--- src/rtl/osd_char_render_if.sv ---
// Signal bundle for the OSD character renderer: video in/out, text buffer and character ROM.
// The renderer uses the slave modport; the video source and memories use master.
interface osd_char_render_if #(
    parameter int unsigned PIX_W   = 24,
    parameter int unsigned TEXT_AW = 5,
    parameter int unsigned ROM_AW  = 11
);
    logic               osd_en;
    logic               vs_in;
    logic               hs_in;
    logic               de_in;
    logic [PIX_W-1:0]   pix_in;
    logic [TEXT_AW-1:0] text_addr;
    logic [7:0]         text_data;
    logic [ROM_AW-1:0]  rom_addr;
    logic               rom_rd_en;
    logic [7:0]         rom_data;
    logic               vs_out;
    logic               hs_out;
    logic               de_out;
    logic [PIX_W-1:0]   pix_out;

    modport master (
        output osd_en, vs_in, hs_in, de_in, pix_in, text_data, rom_data,
        input  text_addr, rom_addr, rom_rd_en, vs_out, hs_out, de_out, pix_out
    );

    modport slave (
        input  osd_en, vs_in, hs_in, de_in, pix_in, text_data, rom_data,
        output text_addr, rom_addr, rom_rd_en, vs_out, hs_out, de_out, pix_out
    );
endinterface

--- src/rtl/osd_char_render.sv ---
// Text overlay renderer: maps raster position to an 8x16 text cell, fetches code and glyph row,
// and composites the glyph over the passing video with a fixed 5-clock latency.
module osd_char_render #(
    parameter int unsigned      PIX_W    = 24,
    parameter int unsigned      H_START  = 16,
    parameter int unsigned      V_START  = 16,
    parameter int unsigned      COLS     = 16,
    parameter int unsigned      ROWS     = 2,
    parameter int unsigned      TEXT_AW  = 5,
    parameter int unsigned      ROM_AW   = 11,
    parameter logic [PIX_W-1:0] FG_COLOR = 24'hFFFFFF,
    parameter bit               BG_EN    = 1'b0,
    parameter logic [PIX_W-1:0] BG_COLOR = 24'h000000
) (
    input logic              clk,
    input logic              rst,
    osd_char_render_if.slave osd_io
);

    localparam int unsigned WIN_W = COLS * 8;
    localparam int unsigned WIN_H = ROWS * 16;

    typedef struct packed {
        logic             vs;
        logic             hs;
        logic             de;
        logic             win;
        logic             hit;
        logic [2:0]       bit_idx;
        logic [3:0]       glyph_row;
        logic [PIX_W-1:0] pix;
    } side_t;

    logic [11:0]        x_cnt_q, x_cnt_d;
    logic [10:0]        y_cnt_q, y_cnt_d;
    logic               vs_prev_q, de_prev_q;
    logic               frame_ok_q, frame_ok_d;
    logic               osd_en_lat_q, osd_en_lat_d;
    logic               vs_rise, de_fall;
    logic [11:0]        dx;
    logic [10:0]        dy;
    logic               in_win;
    logic [TEXT_AW-1:0] text_addr_q, text_addr_d;
    logic [ROM_AW-1:0]  rom_addr_q, rom_addr_d;
    logic               rom_rd_en_q;
    side_t              s0;
    side_t              s1_q, s2_q, s3_q, s4_q;
    logic               vs_out_q, hs_out_q, de_out_q;
    logic [PIX_W-1:0]   pix_out_q, pix_out_d;
    logic               glyph_bit;
    logic               unused_bits;

    always_comb begin
        vs_rise = osd_io.vs_in & ~vs_prev_q;
        de_fall = de_prev_q & ~osd_io.de_in;

        x_cnt_d = '0;
        if (osd_io.de_in) begin
            x_cnt_d = (x_cnt_q == '1) ? x_cnt_q : x_cnt_q + 12'd1;
        end
        // Frame clear wins over the line increment when both land in one cycle.
        y_cnt_d = y_cnt_q;
        if (vs_rise) begin
            y_cnt_d = '0;
        end else if (de_fall && (y_cnt_q != '1)) begin
            y_cnt_d = y_cnt_q + 11'd1;
        end

        frame_ok_d   = frame_ok_q | vs_rise;
        osd_en_lat_d = vs_rise ? osd_io.osd_en : osd_en_lat_q;

        dx     = x_cnt_q - 12'(H_START);
        dy     = y_cnt_q - 11'(V_START);
        in_win = osd_io.de_in && (x_cnt_q >= 12'(H_START)) && (32'(dx) < WIN_W) &&
                 (y_cnt_q >= 11'(V_START)) && (32'(dy) < WIN_H);

        s0.vs        = osd_io.vs_in;
        s0.hs        = osd_io.hs_in;
        s0.de        = osd_io.de_in;
        s0.win       = in_win;
        s0.hit       = in_win & frame_ok_q & osd_en_lat_q;
        s0.bit_idx   = dx[2:0];
        s0.glyph_row = dy[3:0];
        s0.pix       = osd_io.pix_in;

        text_addr_d = text_addr_q;
        if (in_win) begin
            text_addr_d = TEXT_AW'(32'(dy >> 4) * COLS + 32'(dx >> 3));
        end

        rom_addr_d = rom_addr_q;
        if (s2_q.win) begin
            rom_addr_d = ROM_AW'({osd_io.text_data[6:0], s2_q.glyph_row});
        end

        // Bit 7 of the glyph row is the leftmost pixel of the cell.
        glyph_bit = osd_io.rom_data[~s4_q.bit_idx];
        pix_out_d = s4_q.pix;
        if (s4_q.hit) begin
            if (glyph_bit) begin
                pix_out_d = FG_COLOR;
            end else if (BG_EN) begin
                pix_out_d = BG_COLOR;
            end
        end
    end

    assign unused_bits = ^{osd_io.text_data[7], s4_q.win, s4_q.glyph_row};

    always_ff @(posedge clk or posedge rst) begin
        if (rst) begin
            x_cnt_q      <= '0;
            y_cnt_q      <= '0;
            vs_prev_q    <= 1'b0;
            de_prev_q    <= 1'b0;
            frame_ok_q   <= 1'b0;
            osd_en_lat_q <= 1'b0;
            text_addr_q  <= '0;
            rom_addr_q   <= '0;
            rom_rd_en_q  <= 1'b0;
            s1_q         <= '0;
            s2_q         <= '0;
            s3_q         <= '0;
            s4_q         <= '0;
            vs_out_q     <= 1'b0;
            hs_out_q     <= 1'b0;
            de_out_q     <= 1'b0;
            pix_out_q    <= '0;
        end else begin
            x_cnt_q      <= x_cnt_d;
            y_cnt_q      <= y_cnt_d;
            vs_prev_q    <= osd_io.vs_in;
            de_prev_q    <= osd_io.de_in;
            frame_ok_q   <= frame_ok_d;
            osd_en_lat_q <= osd_en_lat_d;
            text_addr_q  <= text_addr_d;
            rom_addr_q   <= rom_addr_d;
            rom_rd_en_q  <= 1'b1;
            s1_q         <= s0;
            s2_q         <= s1_q;
            s3_q         <= s2_q;
            s4_q         <= s3_q;
            vs_out_q     <= s4_q.vs;
            hs_out_q     <= s4_q.hs;
            de_out_q     <= s4_q.de;
            pix_out_q    <= pix_out_d;
        end
    end

    assign osd_io.text_addr = text_addr_q;
    assign osd_io.rom_addr  = rom_addr_q;
    assign osd_io.rom_rd_en = rom_rd_en_q;
    assign osd_io.vs_out    = vs_out_q;
    assign osd_io.hs_out    = hs_out_q;
    assign osd_io.de_out    = de_out_q;
    assign osd_io.pix_out   = pix_out_q;

endmodule

--- src/flat_wrapper.sv ---
// flat-port wrapper written by rule: the top's interface ports become plain ports
module osd_char_render_flat 
#(
    parameter int unsigned      PIX_W    = 24,
    parameter int unsigned      H_START  = 16,
    parameter int unsigned      V_START  = 16,
    parameter int unsigned      COLS     = 16,
    parameter int unsigned      ROWS     = 2,
    parameter int unsigned      TEXT_AW  = 5,
    parameter int unsigned      ROM_AW   = 11,
    parameter logic [PIX_W-1:0] FG_COLOR = 24'hFFFFFF,
    parameter bit               BG_EN    = 1'b0,
    parameter logic [PIX_W-1:0] BG_COLOR = 24'h000000
)
  (clk, rst, osd_io_osd_en, osd_io_vs_in, osd_io_hs_in, osd_io_de_in, osd_io_pix_in, osd_io_text_data, osd_io_rom_data, osd_io_text_addr, osd_io_rom_addr, osd_io_rom_rd_en, osd_io_vs_out, osd_io_hs_out, osd_io_de_out, osd_io_pix_out);
  osd_char_render_if #(.PIX_W(PIX_W), .TEXT_AW(TEXT_AW), .ROM_AW(ROM_AW)) osd_io_i ();
  input logic clk;
  input logic rst;
  input wire logic [$bits(osd_io_i.osd_en)-1:0] osd_io_osd_en;
  input wire logic [$bits(osd_io_i.vs_in)-1:0] osd_io_vs_in;
  input wire logic [$bits(osd_io_i.hs_in)-1:0] osd_io_hs_in;
  input wire logic [$bits(osd_io_i.de_in)-1:0] osd_io_de_in;
  input wire logic [$bits(osd_io_i.pix_in)-1:0] osd_io_pix_in;
  input wire logic [$bits(osd_io_i.text_data)-1:0] osd_io_text_data;
  input wire logic [$bits(osd_io_i.rom_data)-1:0] osd_io_rom_data;
  output wire logic [$bits(osd_io_i.text_addr)-1:0] osd_io_text_addr;
  output wire logic [$bits(osd_io_i.rom_addr)-1:0] osd_io_rom_addr;
  output wire logic [$bits(osd_io_i.rom_rd_en)-1:0] osd_io_rom_rd_en;
  output wire logic [$bits(osd_io_i.vs_out)-1:0] osd_io_vs_out;
  output wire logic [$bits(osd_io_i.hs_out)-1:0] osd_io_hs_out;
  output wire logic [$bits(osd_io_i.de_out)-1:0] osd_io_de_out;
  output wire logic [$bits(osd_io_i.pix_out)-1:0] osd_io_pix_out;
  assign osd_io_i.osd_en = osd_io_osd_en;
  assign osd_io_i.vs_in = osd_io_vs_in;
  assign osd_io_i.hs_in = osd_io_hs_in;
  assign osd_io_i.de_in = osd_io_de_in;
  assign osd_io_i.pix_in = osd_io_pix_in;
  assign osd_io_i.text_data = osd_io_text_data;
  assign osd_io_i.rom_data = osd_io_rom_data;
  assign osd_io_text_addr = osd_io_i.text_addr;
  assign osd_io_rom_addr = osd_io_i.rom_addr;
  assign osd_io_rom_rd_en = osd_io_i.rom_rd_en;
  assign osd_io_vs_out = osd_io_i.vs_out;
  assign osd_io_hs_out = osd_io_i.hs_out;
  assign osd_io_de_out = osd_io_i.de_out;
  assign osd_io_pix_out = osd_io_i.pix_out;
  osd_char_render #(.PIX_W(PIX_W), .H_START(H_START), .V_START(V_START), .COLS(COLS), .ROWS(ROWS), .TEXT_AW(TEXT_AW), .ROM_AW(ROM_AW), .FG_COLOR(FG_COLOR), .BG_EN(BG_EN), .BG_COLOR(BG_COLOR)) u_core (.clk(clk), .rst(rst), .osd_io(osd_io_i));
endmodule
--- config.mk ---
export PLATFORM = sky130hd
export DESIGN_NAME = osd_char_render_flat
export DESIGN_NICKNAME = d
export VERILOG_FILES = /design/src/rtl/osd_char_render_if.sv /design/src/rtl/osd_char_render.sv /design/src/flat_wrapper.sv
export SDC_FILE = /design/constraint.sdc
export NUM_CORES = 1
export LEC_CHECK = 0
export CAP_MARGIN = 25
export CORE_ASPECT_RATIO = 0.6
export CORE_MARGIN = 2
export CORE_UTILIZATION = 35
export DETAILED_ROUTE_END_ITERATION = 16
export GPL_TIMING_DRIVEN = 1
export HOLD_SLACK_MARGIN = 0.02
export PLACE_DENSITY = 0.55
export SLEW_MARGIN = 10
export SYNTH_ARGS = -nofsm -noshare
export SYNTH_HDL_FRONTEND = slang
export SYNTH_SLANG_ARGS = --single-unit
--- constraint.sdc ---
create_clock -name clk -period 11.5 [get_ports clk]
set_input_delay 3.45 -clock clk [delete_from_list [all_inputs] [get_ports clk]]
set_output_delay 3.45 -clock clk [all_outputs]
set_load 0.01 [all_outputs]
==> flow_metrics.tcl, run 1 <==
set metrics [dict create \
    overflow 0 \
    worstReg2RegEnd "u_core.osd_io.text_addr[1]$_DFFE_PP0P_" \
    path_cells "clkdlybuf4s50_1, nor4bb_1, nand4_1, a21oi_2, mux2_2" \
    crit_required_ns 11.86 \
    insertion_delay_ns 0.49 \
    slew_violations 0 \
    critical_path.top_delay_family "buffers and inverters" \
    cts.sinks 203 \
    dpl.hpwl_um 5988 \
    fmax_ghz 0.1931 \
    syn_avg_cell_area_um2 16.89 \
    path_max_fanout 15 \
    grt_pass1_wl_um 16280 \
    rsz0062_at_grt "no" \
    layout_common_cells "203 x dfrtp_1, 88 x clkdlybuf4s50_1, 27 x nand2b_1" \
    place_area_mm2 0.007477 \
    ys_seq_elements 203 \
    path_buf_inv 1 \
    portBuffers 88 \
    hold_viol 0 \
    crit_slowest_cell "clkdlybuf4s50_1" \
    leakage_nw 3.691 \
    cts_root_buffer "clkbuf_16" \
    synth_top_cell_by_area "dfrtp_1" \
    max_slew_margin 0.4023 \
    num_rows 38 \
    outcome "complete, no violations" \
    antenna_found_initial 0 \
    postCtsSetupRepairBufs 0 \
    stdcell_area_mm2 0.008133 \
    register_area_mm2 0.005080 \
    drt_pass1_iterations 4 \
    initial_core_util 0.3544 \
    startpoint_type "input port" \
    rrSetupSlack_ns 9.41 \
    tritoncts "yes" \
    grt_max_degree 123 \
    cp-end-kind "register" \
    period_needed_ns 5.179 \
    drt-wirelength-per-cell_um 13.38 \
    layout-drive-gt1-share 0.1163 \
    vias 3079 \
    tns_ns 0 \
    antenna_cells 0 \
    fin_crit_sh 0.4503 \
    holdPathEnd "u_core.osd_io.de_out$_DFF_PP0_" \
    ys_warn_count 0 \
    path_clk_slew_ns 0.06 \
    ys_types 42 \
    syn_to_final_growth_pct 28.38 \
    routed_wl_um 9770 \
    synth.area.top_cells "dfrtp_1 80%, mux2_2 3.0%, nand2b_1 2.7%, xor2_1 1.5%, ha_1 1.4%" \
    cts_htree_levels 1 \
    async_reset_ff_frac 1.000 \
    synth_nets 428 \
    hold_depth 0 \
    core_area_mm2 0.01788 \
    skew_ns 0.01415 \
    whs_ns 0.3332 \
    netlist.area_leader.share 0.8019 \
    worst-setup-path-type "input port to register" \
    worst_slew_pin_slew_ns 0.8947 \
    grtUsageTotal 0.1081 \
    ys_seq_area_frac 0.8019 \
    ir_worst_vdd_uv 89.33 \
    drv_cap 0 \
    syn_area_mm2 0.006335 \
    holdCritPathClass "register to register" \
    vias_per_cell 4.218 \
    hold_buffers 0 \
    synth-edff-count 0 \
    numCtsBuffers 20 \
    ant_nets 0 \
    fp.dieH_um 108.2 \
    drc 0 \
    reg2reg_depth 6 \
    grt_pass1_vias 3180 \
    fillers 1576 \
    fp.dieW_um 177.7 \
    final_common_cell "dfrtp_1" \
    drtIter0Drc 121 \
    gp_congestion 0.7691 \
    die_area_mm2 0.01923 \
    nets 532 \
    ios 90 \
    syn_inst 375 \
    worst_path_largest_cell_delay_ns 0.76 \
    r2r-start "u_core.y_cnt_q[5]$_DFFE_PP0P_" \
    hp-start "u_core.s4_q[33]$_DFF_PP0_" \
    setup_violations 0 \
    synth_ff_type "dfrtp_1" \
    cp_data_arrival_time_ns 5.54 \
    multi_input_area_mm2 0.001160 \
    power_density_mw_per_mm2 177.5 \
    cts-resized-gates 0 \
    clk_path_buf_depth 3 \
]
==> cells in the mapped netlist (3+ instances only) <==
master and number:
and2_1 9, o21ai_0 3, xor2_1 11, nor2b_1 3
clkbuf_1 3, nand2_1 4, nor2_1 16, nand4_1 5
and3_1 4, mux2i_1 3, dfrtp_1 203, nor4_1 3
ha_1 7, nand2b_1 27, mux2_2 17, nand3_1 9
xnor2_1 9, inv_1 11
==> worst max path at each step <==
stage / from / endpoint / slack [ns] / cells past startpoint
2_1_floorplan: rst / u_core.de_prev_q$_DFF_PP0_ / 2.51 / 1
3_3_place_gp: osd_io_de_in / u_core.osd_io.text_addr[0]$_DFFE_PP0P_ / 5.82 / 5
3_5_place_dp: osd_io_de_in / u_core.osd_io.text_addr[0]$_DFFE_PP0P_ / 5.78 / 5
4_1_cts: rst / u_core.s1_q[34]$_DFF_PP0_ / 6.30 / 3
5_1_grt: osd_io_de_in / u_core.osd_io.text_addr[3]$_DFFE_PP0P_ / 6.16 / 5
6_report: osd_io_de_in / u_core.osd_io.text_addr[1]$_DFFE_PP0P_ / 6.32 / 5
==> logic make-up (layout without fill, tap and decap cells) <==
| kind of cell | Yosys count | in the layout | synth area share |
|---|---|---|---|
| multiplexers | 22 | 22 | 0.04266 |
| buffers and inverters | 19 | 134 | 0.01501 |
| AND/OR/NAND/NOR | 91 | 91 | 0.08532 |
| adder cells (fa/ha/maj) | 7 | 7 | 0.01383 |
| other | 1 | 1 | 0.0005920 |
| XOR/XNOR | 20 | 20 | 0.02765 |
| flip-flops | 203 | 203 | 0.8019 |
| AO/OA/AOI/OAI | 12 | 12 | 0.01304 |
==> routing by layer <==
| metal | vias up | global-route usage | share of wire |
|---|---|---|---|
| met3 | 21 | 0.02954 | 0.050 |
| li1 | 1432 | - | - |
| met5 | - | 0 | 0 |
| met4 | 0 | 0.04215 | 0.029 |
| met2 | 73 | 0.1633 | 0.46 |
| met1 | 1553 | 0.1495 | 0.46 |
==> final cells by class <==
cell class,count,share of cell area
multi-input cells,153,0.1426
flip-flops and latches,203,0.6246
clock inverters,5,0.008000
clock buffers,28,0.07015
inverters,11,0.006000
repair buffers,90,0.1117
well taps,240,0.03692
==> power breakdown <==
part	internal (mW)	switching, mW
clock network	0.369	0.256
registers	0.749	0.0126
logic	0.0307	0.0267
total	1.15	0.295
==> stage by stage <==
stage	util	setup WS, ns	instances	power [mW]
6_report	0.4549	6.321	730	1.443
5_1_grt	0.4549	6.163	730	1.517
4_1_cts	0.4538	6.296	729	1.470
3_5_place_dp	0.4183	5.781	696	0.8338
3_3_place_gp	0.4183	5.823	696	0.8307
2_1_floorplan	-	2.511	375	0.7976
==> state kept, by name (all words and copies together) (netlist names) <==
register / flops
u_core.osd_io.rom_rd_en: 1
u_core.osd_io.hs_out: 1
u_core.s3_q: 31
u_core.s1_q: 34
u_core.s2_q: 36
u_core.osd_en_lat_q: 1
u_core.de_prev_q: 1
u_core.osd_io.vs_out: 1
u_core.osd_io.pix_out: 24
u_core.osd_io.text_addr: 5
u_core.osd_io.rom_addr: 11
u_core.vs_prev_q: 1
u_core.osd_io.de_out: 1
u_core.x_cnt_q: 12
u_core.frame_ok_q: 1
u_core.y_cnt_q: 11
u_core.s4_q: 31
(Power assumes the default switching activity.)
==> run 2: changes to the inputs <==
==> constraint.sdc (replaced) <==
create_clock -name clk -period 5.3 [get_ports clk]
set_input_delay 1.59 -clock clk [delete_from_list [all_inputs] [get_ports clk]]
set_output_delay 1.59 -clock clk [all_outputs]
set_load 0.01 [all_outputs]
==> flow_metrics.tcl, run 2 (synthesis results as in run 1) <==
set metrics [dict create \
    hold_viol 0 \
    top_regs "u_core.s2_q: 36 flops, u_core.s1_q: 34 flops" \
    grt_pass1_vias 3133 \
    drt_pass1_iterations 4 \
    core_area_mm2 0.01788 \
    ant_nets 0 \
    cp-end-kind "register" \
    r2r-start "u_core.y_cnt_q[5]$_DFFE_PP0P_" \
    ir_worst_vdd_uv 177.2 \
    worst-setup-path-type "input port to register" \
    path_max_fanout 15 \
    path_clk_slew_ns 0.06 \
    rrSetupSlack_ns 3.22 \
    ios 90 \
    cts_root_buffer "clkbuf_16" \
    hold_depth 0 \
    dpl.hpwl_um 5982 \
    drv_cap 0 \
    die_area_mm2 0.01923 \
    power_density_mw_per_mm2 390.9 \
    nets 532 \
    grt_max_degree 102 \
    tns_ns 0 \
    worst_slew_pin_slew_ns 0.9107 \
    setup_violations 0 \
    place_area_mm2 0.007506 \
    max_slew_margin 0.3916 \
    crit_required_ns 5.66 \
    hp-start "u_core.s1_q[3]$_DFF_PP0_" \
    routed_wl_um 9456 \
    startpoint_type "input port" \
    insertion_delay_ns 0.49 \
    clk_path_buf_depth 3 \
    skew_ns 0.01609 \
    cts-resized-gates 0 \
    holdPathEnd "u_core.s2_q[3]$_DFF_PP0_" \
    grtUsageTotal 0.1060 \
    outcome "complete, no violations" \
    vias_per_cell 4.151 \
    largest-register "u_core.s2_q" \
    overflow 0 \
    cp_data_arrival_time_ns 3.65 \
    tritoncts "yes" \
    gp_congestion 0.7561 \
    largest_register_ffs 36 \
    numCtsBuffers 20 \
    rsz0062_at_grt "no" \
    period_needed_ns 3.296 \
    syn_to_final_growth_pct 29.27 \
    drtIter0Drc 144 \
    layout-drive-gt1-share 0.1237 \
    postCtsSetupRepairBufs 0 \
    fin_crit_sh 0.6219 \
    holdCritPathClass "register to register" \
    cts.sinks 203 \
    drc 0 \
    num_rows 38 \
    stdcell_area_mm2 0.008189 \
    leakage_nw 3.699 \
    reg2reg_depth 6 \
    grt_pass1_wl_um 16220 \
    portBuffers 88 \
    worstReg2RegEnd "u_core.osd_io.text_addr[1]$_DFFE_PP0P_" \
    cts_htree_levels 1 \
    slew_violations 0 \
    fp.dieH_um 108.2 \
    layout_common_cells "203 x dfrtp_1, 88 x clkdlybuf4s50_1, 27 x nand2b_1" \
    fmax_ghz 0.3034 \
    initial_core_util 0.3544 \
    hold_buffers 0 \
    final_common_cell "dfrtp_1" \
    fp.dieW_um 177.7 \
    vias 3043 \
    antenna_cells 0 \
    antenna_found_initial 0 \
    drt-wirelength-per-cell_um 12.90 \
]
run 2: changes by cell type in the layout (fill, tap and decap cells not counted), sizes merged:
cell and delta:
clkbuf -1, clkinvlp +5, bufinv +1, inv -1, clkinv -1
run 2: how the worst max path moves through the flow:
stage                      start  depth (start not counted)                                      to
floorplan                    rst                          1              u_core.de_prev_q$_DFF_PP0_
global placement    osd_io_de_in                          5  u_core.osd_io.text_addr[4]$_DFFE_PP0P_
detailed placement  osd_io_de_in                          5  u_core.osd_io.text_addr[3]$_DFFE_PP0P_
CTS                 osd_io_de_in                          5  u_core.osd_io.text_addr[3]$_DFFE_PP0P_
global route        osd_io_de_in                          5  u_core.osd_io.text_addr[1]$_DFFE_PP0P_
finish              osd_io_de_in                          5  u_core.osd_io.text_addr[1]$_DFFE_PP0P_
run 2: layout make-up:
cell class,count,area [um2]
Inverter,11,45.04
Multi-Input combinational cell,153,1160
Clock inverter,9,116.4
Sequential cell,203,5080
Timing Repair Buffer,90,920.9
Tap cell,240,300.3
Clock buffer,27,566.8
Fill cell,1598,9688
run 2: worst max-delay path: stages:
cell             delay, ns
clkdlybuf4s50_1       0.76
nor4bb_1              0.33
nand4_1               0.14
a21oi_2               0.44
mux2_2                0.40
run 2: metal layers:
metal	GRT usage	vias up	share of wire
met1	0.1498	1517	0.47
met2	0.1622	72	0.45
met5	0	-	0
li1	-	1434	-
met3	0.02672	20	0.057
met4	0.03279	0	0.023
run 2: where the power goes:
part / total (mW) / internal [mW] / leakage (nW) / switching, mW
clock: 1.42 / 0.854 / 0.322 / 0.570
sequential: 1.65 / 1.62 / 2.49 / 0.0270
combinational: 0.125 / 0.0672 / 0.887 / 0.0574
run 2: through the flow:
stage               cells  utilization  hold slack (ns)  setup slack (ns)  power [mW]
detailed placement    697       0.4199           0.3347             1.477       1.811
global placement      697       0.4199           0.3314             1.490       1.805
floorplan             375            -           0.3312             1.080       1.731
global route          733       0.4581           0.3443             1.871       3.354
CTS                   733       0.4581           0.3285             1.977       3.258
finish                733       0.4581           0.3300             2.004       3.201
==> run 3: changes to the inputs <==
--- a/config.mk
+++ b/config.mk
@@ -12,7 +12,7 @@
 export DETAILED_ROUTE_END_ITERATION = 16
 export GPL_TIMING_DRIVEN = 1
 export HOLD_SLACK_MARGIN = 0.02
-export PLACE_DENSITY = 0.55
+export PLACE_DENSITY = 0.57
 export SLEW_MARGIN = 10
 export SYNTH_ARGS = -nofsm -noshare
 export SYNTH_HDL_FRONTEND = slang
==> constraint.sdc (replaced) <==
create_clock -name clk -period 3 [get_ports clk]
set_input_delay 0.9 -clock clk [delete_from_list [all_inputs] [get_ports clk]]
set_output_delay 0.9 -clock clk [all_outputs]
set_load 0.01 [all_outputs]
==> flow_metrics.tcl, run 3 (synthesis results as in run 1) <==
set metrics [dict create \
    outcome "complete, no violations" \
    fp.dieH_um 108.2 \
    dpl.hpwl_um 6112 \
    layout-drive-gt1-share 0.1377 \
    initial_core_util 0.3544 \
    cts-resized-gates 0 \
    nets 541 \
    setup_violations 0 \
    num_rows 38 \
    gp_congestion 0.7603 \
    drt-wirelength-per-cell_um 12.54 \
    core_area_mm2 0.01788 \
    cts.sinks 203 \
    drc 0 \
    fillers 1580 \
    grt_pass1_wl_um 15860 \
    worst-setup-path-type "input port to register" \
    slew_violations 0 \
    hold_viol 0 \
    path_max_fanout 14 \
    cp-end-kind "register" \
    skew_ns 0.01290 \
    drt_pass1_iterations 4 \
    antenna_found_initial 0 \
    final_common_cell "dfrtp_1" \
    ir_worst_vdd_uv 325.8 \
    layout_common_cells "203 x dfrtp_1, 88 x clkdlybuf4s50_1, 27 x nand2b_1" \
    hold_depth 0 \
    period_needed_ns 2.321 \
    worst_path_largest_cell_delay_ns 0.58 \
    largest-register "u_core.s2_q" \
    critical_path.top_delay_family "simple AND/OR/NAND/NOR gates" \
    tns_ns 0 \
    fin_util 0.4606 \
    fp.dieW_um 177.7 \
    numCtsBuffers 19 \
    worst_slack_ns 0.6793 \
    fin_crit_sh 0.7736 \
    antenna_cells 0 \
    overflow 0 \
    worst_slew_pin_slew_ns 0.6214 \
    die_area_mm2 0.01923 \
    reg2reg_depth 7 \
    top_regs "u_core.s2_q: 36 flops, u_core.s1_q: 34 flops" \
    grt_max_degree 89 \
    cts_htree_levels 1 \
    cp_data_arrival_time_ns 2.69 \
    hold_buffers 0 \
    leakage_nw 3.741 \
    clk_path_buf_depth 3 \
    crit_required_ns 3.37 \
    fmax_ghz 0.4309 \
    syn_to_final_growth_pct 29.98 \
    grt_pass1_vias 3245 \
    ant_nets 0 \
    cp.depth 7 \
    place_area_mm2 0.007619 \
    tritoncts "yes" \
    postCtsSetupRepairBufs 0 \
    vias 3079 \
    portBuffers 88 \
    stdcell_area_mm2 0.008234 \
    vias_per_cell 4.155 \
    cts_root_buffer "clkbuf_16" \
    grtUsageTotal 0.1035 \
    dp_worst_setup_slack_ns 0.2210 \
    ios 90 \
    largest_register_ffs 36 \
    crit_slowest_cell "nor4b_1" \
    power_density_mw_per_mm2 664.8 \
    routed_wl_um 9293 \
    rsz0062_at_grt "no" \
    path_buf_inv 2 \
    drtIter0Drc 160 \
    path_cells "clkdlybuf4s50_1, buf_4, nor2b_1, nand3_1, nor4b_1, xnor2_1, nor2_1" \
    path_clk_slew_ns 0.07 \
    insertion_delay_ns 0.48 \
    holdCritPathClass "register to register" \
    startpoint_type "input port" \
    drv_cap 0 \
    max_slew_margin 0.5799 \
]
[run 3: report_power, final]
part	leakage [nW]	internal [mW]	switching (mW)
registers	2.49	2.87	0.0469
clock network	0.301	1.36	0.966
logic	0.951	0.131	0.103
[run 3: per-layer routing]
layer / vias up / track usage / share of wire
li1: 1450 / - / -
met1: 1546 / 0.1442 / 0.48
met2: 65 / 0.1559 / 0.44
met3: 18 / 0.03059 / 0.051
met4: 0 / 0.03513 / 0.026
met5: - / 0 / 0
[run 3: stage by stage]
stage | power [mW] | instances | hold slack, ns
2_1_floorplan | 3.058 | 375 | 0.3312
3_3_place_gp | 3.204 | 707 | 0.3317
3_5_place_dp | 3.212 | 707 | 0.3347
4_1_cts | 5.574 | 741 | 0.3431
5_1_grt | 5.720 | 741 | 0.3456
6_report | 5.474 | 741 | 0.3429
[run 3: area by class of cell]
| class | count | area, um2 | area share |
|---|---|---|---|
| Clock inverter | 8 | 73.82 | 0.008965 |
| Timing Repair Buffer | 100 | 1033 | 0.1255 |
| Tap cell | 240 | 300.3 | 0.03647 |
| Inverter | 11 | 45.04 | 0.005470 |
| Sequential cell | 203 | 5080 | 0.6169 |
| Multi-Input combinational cell | 153 | 1160 | 0.1409 |
| Clock buffer | 26 | 541.8 | 0.06580 |
[run 3: worst paths after layout]
kind                                               start                                      to  slack, ns
min reg2reg                    u_core.s1_q[20]$_DFF_PP0_               u_core.s2_q[20]$_DFF_PP0_       0.34
max reg2reg                u_core.y_cnt_q[5]$_DFFE_PP0P_  u_core.osd_io.text_addr[4]$_DFFE_PP0P_       0.95
max in group asynchronous                            rst               u_core.s1_q[17]$_DFF_PP0_       1.70
max                                         osd_io_de_in           u_core.y_cnt_q[8]$_DFFE_PP0P_       0.68
min                            u_core.s1_q[20]$_DFF_PP0_               u_core.s2_q[20]$_DFF_PP0_       0.34
min in group asynchronous                            rst              u_core.de_prev_q$_DFF_PP0_       0.85
